[src/rtl/dataflow_rr_arbiter_if.sv]
// Handshake bundle for dataflow_rr_arbiter: NUM_INPUTS packed source streams
// in, one tagged registered stream out.
interface dataflow_rr_arbiter_if #(
  parameter int unsigned NUM_INPUTS  = 2,
  parameter int unsigned DATA_WIDTH  = 32,
  parameter int unsigned INDEX_WIDTH = 1
);
  logic [NUM_INPUTS*DATA_WIDTH-1:0] i_data;
  logic [NUM_INPUTS-1:0]            i_valid;
  logic [NUM_INPUTS-1:0]            i_ready;
  logic [DATA_WIDTH-1:0]            o_data;
  logic [INDEX_WIDTH-1:0]           o_index;
  logic                             o_valid;
  logic                             o_ready;

  // Arbiter side
  modport slave (
    input  i_data, i_valid, o_ready,
    output i_ready, o_data, o_index, o_valid
  );

  // Environment side: sources plus downstream sink
  modport master (
    output i_data, i_valid, o_ready,
    input  i_ready, o_data, o_index, o_valid
  );
endinterface

[src/rtl/dataflow_rr_arbiter.sv]
// Round-robin merge of NUM_INPUTS valid/ready streams into one registered,
// source-tagged output stream (one-entry output stage, full throughput).
module dataflow_rr_arbiter #(
  parameter int unsigned NUM_INPUTS  = 2,
  parameter int unsigned DATA_WIDTH  = 32,
  parameter int unsigned INDEX_WIDTH = 1
) (
  input  logic                clk,
  input  logic                reset,
  dataflow_rr_arbiter_if.slave bus
);

  typedef enum logic {
    ST_EMPTY = 1'b0,
    ST_FULL  = 1'b1
  } state_t;

  state_t                  r_state;
  state_t                  w_state_next;
  logic [INDEX_WIDTH-1:0]  r_ptr;
  logic [INDEX_WIDTH-1:0]  w_ptr_next;
  logic [INDEX_WIDTH-1:0]  r_index;
  logic [DATA_WIDTH-1:0]   r_data;
  logic [INDEX_WIDTH-1:0]  w_grant_idx;
  logic                    w_grant_found;
  logic [INDEX_WIDTH:0]    w_cand;
  logic                    w_can_accept;
  logic                    w_accept;
  logic [NUM_INPUTS-1:0]   w_ready;
  logic [DATA_WIDTH-1:0]   w_words [NUM_INPUTS];

  for (genvar k = 0; k < NUM_INPUTS; k++) begin : g_unpack
    assign w_words[k] = bus.i_data[k*DATA_WIDTH +: DATA_WIDTH];
  end

  // First valid input at or after the pointer; the extra bit in w_cand lets
  // the wrap be done explicitly so non-power-of-two NUM_INPUTS works.
  always_comb begin
    w_grant_found = 1'b0;
    w_grant_idx   = '0;
    w_cand        = '0;
    for (int unsigned off = 0; off < NUM_INPUTS; off++) begin
      w_cand = {1'b0, r_ptr} + (INDEX_WIDTH+1)'(off);
      if (w_cand >= (INDEX_WIDTH+1)'(NUM_INPUTS)) begin
        w_cand = w_cand - (INDEX_WIDTH+1)'(NUM_INPUTS);
      end
      if (!w_grant_found && bus.i_valid[w_cand[INDEX_WIDTH-1:0]]) begin
        w_grant_found = 1'b1;
        w_grant_idx   = w_cand[INDEX_WIDTH-1:0];
      end
    end
  end

  always_comb begin
    if (w_grant_idx == INDEX_WIDTH'(NUM_INPUTS - 1)) begin
      w_ptr_next = '0;
    end else begin
      w_ptr_next = w_grant_idx + INDEX_WIDTH'(1);
    end
  end

  always_ff @(posedge clk or posedge reset) begin
    if (reset) begin
      r_state <= ST_EMPTY;
    end else begin
      r_state <= w_state_next;
    end
  end

  always_comb begin
    w_state_next = r_state;
    case (r_state)
      ST_EMPTY: if (w_accept)                   w_state_next = ST_FULL;
      ST_FULL:  if (bus.o_ready && !w_accept)   w_state_next = ST_EMPTY;
      default:                                  w_state_next = ST_EMPTY;
    endcase
  end

  // Empty slot always takes a word; a full slot only when it drains this edge.
  always_comb begin
    w_can_accept = (r_state == ST_EMPTY) || bus.o_ready;
    w_accept     = w_grant_found && w_can_accept;
    w_ready      = '0;
    if (!reset && w_accept) begin
      w_ready[w_grant_idx] = 1'b1;
    end
  end

  always_ff @(posedge clk or posedge reset) begin
    if (reset) begin
      r_data  <= '0;
      r_index <= '0;
      r_ptr   <= '0;
    end else if (w_accept) begin
      r_data  <= w_words[w_grant_idx];
      r_index <= w_grant_idx;
      r_ptr   <= w_ptr_next;
    end
  end

  assign bus.i_ready = w_ready;
  assign bus.o_valid = (r_state == ST_FULL);
  assign bus.o_data  = r_data;
  assign bus.o_index = r_index;

endmodule

[src/flat_wrapper.sv]
// flat-port wrapper written by rule: the top's interface ports become plain ports
module dataflow_rr_arbiter_flat 
#(
  parameter int unsigned NUM_INPUTS  = 2,
  parameter int unsigned DATA_WIDTH  = 32,
  parameter int unsigned INDEX_WIDTH = 1
)
  (clk, reset, bus_i_data, bus_i_valid, bus_o_ready, bus_i_ready, bus_o_data, bus_o_index, bus_o_valid);
  dataflow_rr_arbiter_if #(.NUM_INPUTS(NUM_INPUTS), .DATA_WIDTH(DATA_WIDTH), .INDEX_WIDTH(INDEX_WIDTH)) bus_i ();
  input  logic clk;
  input  logic reset;
  input wire logic [$bits(bus_i.i_data)-1:0] bus_i_data;
  input wire logic [$bits(bus_i.i_valid)-1:0] bus_i_valid;
  input wire logic [$bits(bus_i.o_ready)-1:0] bus_o_ready;
  output wire logic [$bits(bus_i.i_ready)-1:0] bus_i_ready;
  output wire logic [$bits(bus_i.o_data)-1:0] bus_o_data;
  output wire logic [$bits(bus_i.o_index)-1:0] bus_o_index;
  output wire logic [$bits(bus_i.o_valid)-1:0] bus_o_valid;
  assign bus_i.i_data = bus_i_data;
  assign bus_i.i_valid = bus_i_valid;
  assign bus_i.o_ready = bus_o_ready;
  assign bus_i_ready = bus_i.i_ready;
  assign bus_o_data = bus_i.o_data;
  assign bus_o_index = bus_i.o_index;
  assign bus_o_valid = bus_i.o_valid;
  dataflow_rr_arbiter #(.NUM_INPUTS(NUM_INPUTS), .DATA_WIDTH(DATA_WIDTH), .INDEX_WIDTH(INDEX_WIDTH)) u_core (.clk(clk), .reset(reset), .bus(bus_i));
endmodule
[config.mk]
export PLATFORM = sky130hd
export DESIGN_NAME = dataflow_rr_arbiter_flat
export DESIGN_NICKNAME = d
export VERILOG_FILES = /design/src/rtl/dataflow_rr_arbiter_if.sv /design/src/rtl/dataflow_rr_arbiter.sv /design/src/flat_wrapper.sv
export SDC_FILE = /design/constraint.sdc
export NUM_CORES = 1
export LEC_CHECK = 0
export BUFFER_PORTS_ARGS = -buffer_cell sky130_fd_sc_hd__clkbuf_2
export CORE_MARGIN = 4
export CORE_UTILIZATION = 42
export DETAILED_ROUTE_END_ITERATION = 16
export PLACE_DENSITY = 0.81
export SLEW_MARGIN = 30
export SYNTH_ARGS = -nofsm -noshare
export SYNTH_HDL_FRONTEND = slang
export SYNTH_SLANG_ARGS = --single-unit
[constraint.sdc]
create_clock -name clk -period 1.8 [get_ports clk]
set_input_delay 0.18 -clock clk [delete_from_list [all_inputs] [get_ports clk]]
set_output_delay 0.18 -clock clk [all_outputs]
set_load 0.02 [all_outputs]
* After elaboration in Yosys (flattened, before gate mapping) *
Index checks and enable logic that the tools add are counted.

word-level totals
  bits in registers = 35
  logic and storage cells = 46
  input port bits = 69
  output and inout bits = 36

cells by class
  muxes and demuxes = 20
  bitwise operators = 2
  magnitude comparators = 7
  reductions and logical operators = 9
  add/subtract/negate cells = 4

operators with widths
  kind                   count
  $mux W32               3
  $mux W1                14
  $lt A1 B2 Y1 const B   3
  $logic_and A1 B1 Y1    5
  $ge A2 B2 Y1 const B   2
  $logic_not A1 Y1       3
  $add A1 B1 Y2 const B  1
  $ge A1 B2 Y1 const B   1
  $mux W2                1
  $not A1 Y2             1
  $pmux W1 S2            1
  $sub A1 B1 Y1 const B  2
  $add A1 B1 Y1 const B  1
  $demux W1 S1           1
  $ge A1 B1 Y1 const B   1
  $logic_or A1 B1 Y1     1
  $not A1 Y1             1

* Logic depth before layout (Yosys ltp) *
  depth in word-level cells = 13
  gate-level depth with buffers = 6
  depth with buffers taken out = 3

* Least setup slack after synthesis *
Ideal clock, no wire load.

  path type = input -> output
  start point = in reset
  end point = out bus_i_ready[0]
  arrival time = 1285 ps
  path slack = 335 ps
  buffers on the path = 0
  required time = 1620 ps
  stages = 2
  path through = inv_1 -> and2_1

on the way
  cells in the longest elaborated chain, start to end = 3

ends and longest elaborated chain
  element                            line                       source
  start: declaration                 flat_wrapper.sv:11         input logic reset;
  $logic_not A1 Y1 (no source line)  -
  $logic_and A1 B1 Y1                dataflow_rr_arbiter.sv:84  if (!reset && w_accept) begin
  $mux W2                            dataflow_rr_arbiter.sv:84
  end: declaration                   flat_wrapper.sv:15         output wire logic [$bits(bus_i.i_ready)-1:0] bus_i_ready;

Every way passes these cells.

* Final worst setup path *
  start point = reg u_core.r_state (netlist: u_core.bus.o_valid)
  end point = out bus_i_ready[0]

on the way
  cells in the longest elaborated chain, start to end = 5

ends and longest elaborated chain
  element                   line                       source
  start: declaration        dataflow_rr_arbiter.sv:18  state_t r_state;
  start signal: assignment  dataflow_rr_arbiter.sv:66  r_state <= w_state_next;
  $not A1 Y1                dataflow_rr_arbiter.sv:81  w_can_accept = (r_state == ST_EMPTY) || bus.o_ready;
  $logic_or A1 B1 Y1        dataflow_rr_arbiter.sv:81
  $logic_and A1 B1 Y1       dataflow_rr_arbiter.sv:82  w_accept = w_grant_found && w_can_accept;
  $logic_and A1 B1 Y1       dataflow_rr_arbiter.sv:84
  $mux W2                   dataflow_rr_arbiter.sv:84

Every way passes these cells.

==> metrics.yaml <==
synthesis:
  synth_compound_area_share_pct: 20.0
  ys_types: 19
  synth_top_area_share_pct: 52.0
  avgSynthCellArea_um2: 10.3
  synthMuxAreaShare_pct: 0
  synthAdderAreaFrac_pct: 0
  yosysMostFrequentCell: "dfrtp_1"
  synth_top_family_by_area: "simple AND/OR/NAND/NOR gates"
  synth_top_area_cell: "dfrtp_1"
  synthCells: 164
  async_flop_share_pct: 100
  netlist_top_cells_area: "dfrtp_1, a221o_1, nor3_1, nand2_1, buf_2"
  synth_warnings: 0
  synth_nets: 233
  synth_edf_count: 0
  synth-seq-area-share_pct: 52.0
  ys_ff_latch: 35
  netlist_area_um2: 1690
  synth-simple-area-share_pct: 20.3
  yosys-top-cells-count: "dfrtp_1, a221o_1, nand2_1, nor3_1, buf_2"
  synth-xor-area-share_pct: 0
  ys.flop_type: "dfrtp_1"
finish:
  nets: 335
  final_cell_area_um2: 2350
  syn2layout_area_growth_pct: 39.6
  layout-drive-gt1-share_pct: 47.6
  utilization_pct: 62.4
  instances_no_fill: 315
  diodes: 0
die:
  ios: 105
  core_area_um2: 3770
  start_util_pct: 44.7
  die-area_um2: 5090
  rows: 22
  fp.dieW_um: 71.3
  die_h_um: 71.3
power:
  p_seq_share_pct: 41.6
  power_frac_clock_pct: 30.4
  switching_share_pct: 31.4
  p_sw_uw: 749
  irDropWorstVdd_mv: 0.586
  power_density_nw_per_um2: 1010
  comb_power_share_pct: 28.1
  p_leak_nw: 1.24
  power_mw: 2.39
  power.internal_mw: 1.64
global_route:
  antenna_found_initial: 0
  grt_pass1_vias: 1710
  grt_pass1_wl_mm: 7.94
  grt-ovfl-total: 0
  grt_max_degree: 34
  grt_usage_pct: 19.6
clocking:
  cts_setup_buffers: 0
  clk_pin_slew_ns: 0.07
  cts_tree: "done"
  clock-sinks: 35
  cts_buffer_depth: 2
  root_buffer: "clkbuf_8"
  clk_latency_ns: 0.28
  h-tree-depth: 2
  cts_buffers: 5
sta:
  worst_slack_ns: 0.118
  relSlewSlack_pct: 71.8
  fin_setup_tns_ns: 0
  rsz0062_at_grt: "no"
  skew_ns: 0.00467
  fin_crit_ns: 1.68
  holdWs_ns: 0.119
  slew_viol_final: 0
  fmax_mhz: 595
  setup_viol: 0
  fin_crit_sh_pct: 93.4
  hold_viol_final: 0
  worstMarginPinSlew_ns: 0.423
placed_design:
  post_dp_cell_area_um2: 2210
  dp_slack_ns: 0.350
  dp_hpwl_mm: 3.57
  io_buffers: 104
  gp_congestion: 0.756
  dp.cells: 305
detailed_routing:
  vias: 1697
  m1WireLength_mm: 2.07
  ant_nets: 0
  wl_met3_um: 455
  drc: 0
  via_per_inst: 5.39
  drt_iter0_drc: 101
  routed.top_layer: "met4"
  wire_per_inst_um: 15.9
  routed_wl_mm: 5.02
  drtPass1Iterations: 4
  dr_wl_met2_mm: 2.42
critical_path:
  cp.required_ns: 1.62
  startpoint_type: "flip-flop"
  crit_chain: "nand2b_1, and3_4, and2_1, clkbuf_2"
  crit_slowest_cell: "dfrtp_1"
  path_buf_inv: 1
  max_stage_delay_ns: 0.40
  crit_type: "flip-flop to primary output"
  crit_path_end_kind: "primary output"
  path_max_fanout: 17
  crit_arrival_ns: 1.50
  crit_family: "simple AND/OR/NAND/NOR gates"
run:
  max_cap_viol_count: 0
worst_hold_path:
  hold_path.class: "input port to flip-flop"
run_status:
  status: "completed"
## flip-flops by register name, indices dropped and copies added, names as in the netlist
signal	count
u_core.bus.o_data	32
u_core.bus.o_index	1
u_core.bus.o_valid	1
u_core.r_ptr	1
## worst register-to-register path, delay by kind of cell, from the launching register on
kind / cells / cell delay [ns]
AOI/OAI and AO/OA: 2 / 0.48
DFF: 1 / 0.40
buffers and inverters: 1 / 0.25
and+or+nand+nor: 1 / 0.15
## power by group through the flow
stage | logic, mW | registers (mW) | clock network, mW
6_report | 0.670 | 0.992 | 0.725
5_1_grt | 0.725 | 1.01 | 0.774
4_1_cts | 0.671 | 0.992 | 0.741
3_5_place_dp | 0.670 | 1.00 | 0
3_3_place_gp | 0.657 | 1.00 | 0
2_1_floorplan | 0.264 | 1.15 | 0
## layout make-up
type,count,area [µm²]
fill,324,1420
clock buffer,6,82.6
multi-input combinational,109,702
inverter,2,7.51
timing repair buffer,113,591
clock inverter,2,35.0
tap,48,60.1
sequential,35,876
## what timing repair did
action                                  4_1_cts  5_1_grt
hold buffers                                  1        0
endpoints found under the setup margin        0        2
resized for setup                             0        1
hold endpoints to repair                      2        0
## cell families after synthesis
| group | count (synthesis) |
|---|---|
| flip-flops | 35 |
| AND/OR/NAND/NOR | 73 |
| buffers and inverters | 21 |
| AO/OA/AOI/OAI | 35 |
## layer usage
metal  GRT usage (%)  vias to the layer above
met2            31.6                       76
li1                -                      818
met1            25.6                      792
met5               0                        -
met3            5.47                       11
met4            5.85                        0
## cell usage in the layout (no fill, tap or decap), types with 2 or more instances in the layout
| cell | count |
|---|---|
| clkbuf_8 | 6 |
| clkbuf_2 | 104 |
| dfrtp_1 | 35 |
| nor3_1 | 32 |
| a221o_1 | 32 |
| nand2_1 | 32 |
| buf_4 | 8 |
| nor2b_2 | 2 |
| inv_1 | 2 |
| and2_1 | 2 |
## worst paths after layout
check,start,endpoint,slack (ns),depth (start not counted)
max,u_core.bus.o_valid,bus_i_ready[0],0.12,4
min,bus_i_data[22],u_core.bus.o_data[22],0.12,2
max reg2reg,u_core.bus.o_valid,u_core.bus.o_data[9],0.40,4
min reg2reg,u_core.bus.o_index,u_core.bus.o_index,0.50,1
max in group asynchronous,reset,u_core.bus.o_data[14],0.80,4
min in group asynchronous,reset,u_core.r_ptr,0.34,3
No activity file was read; power rests on OpenSTA's default activity.
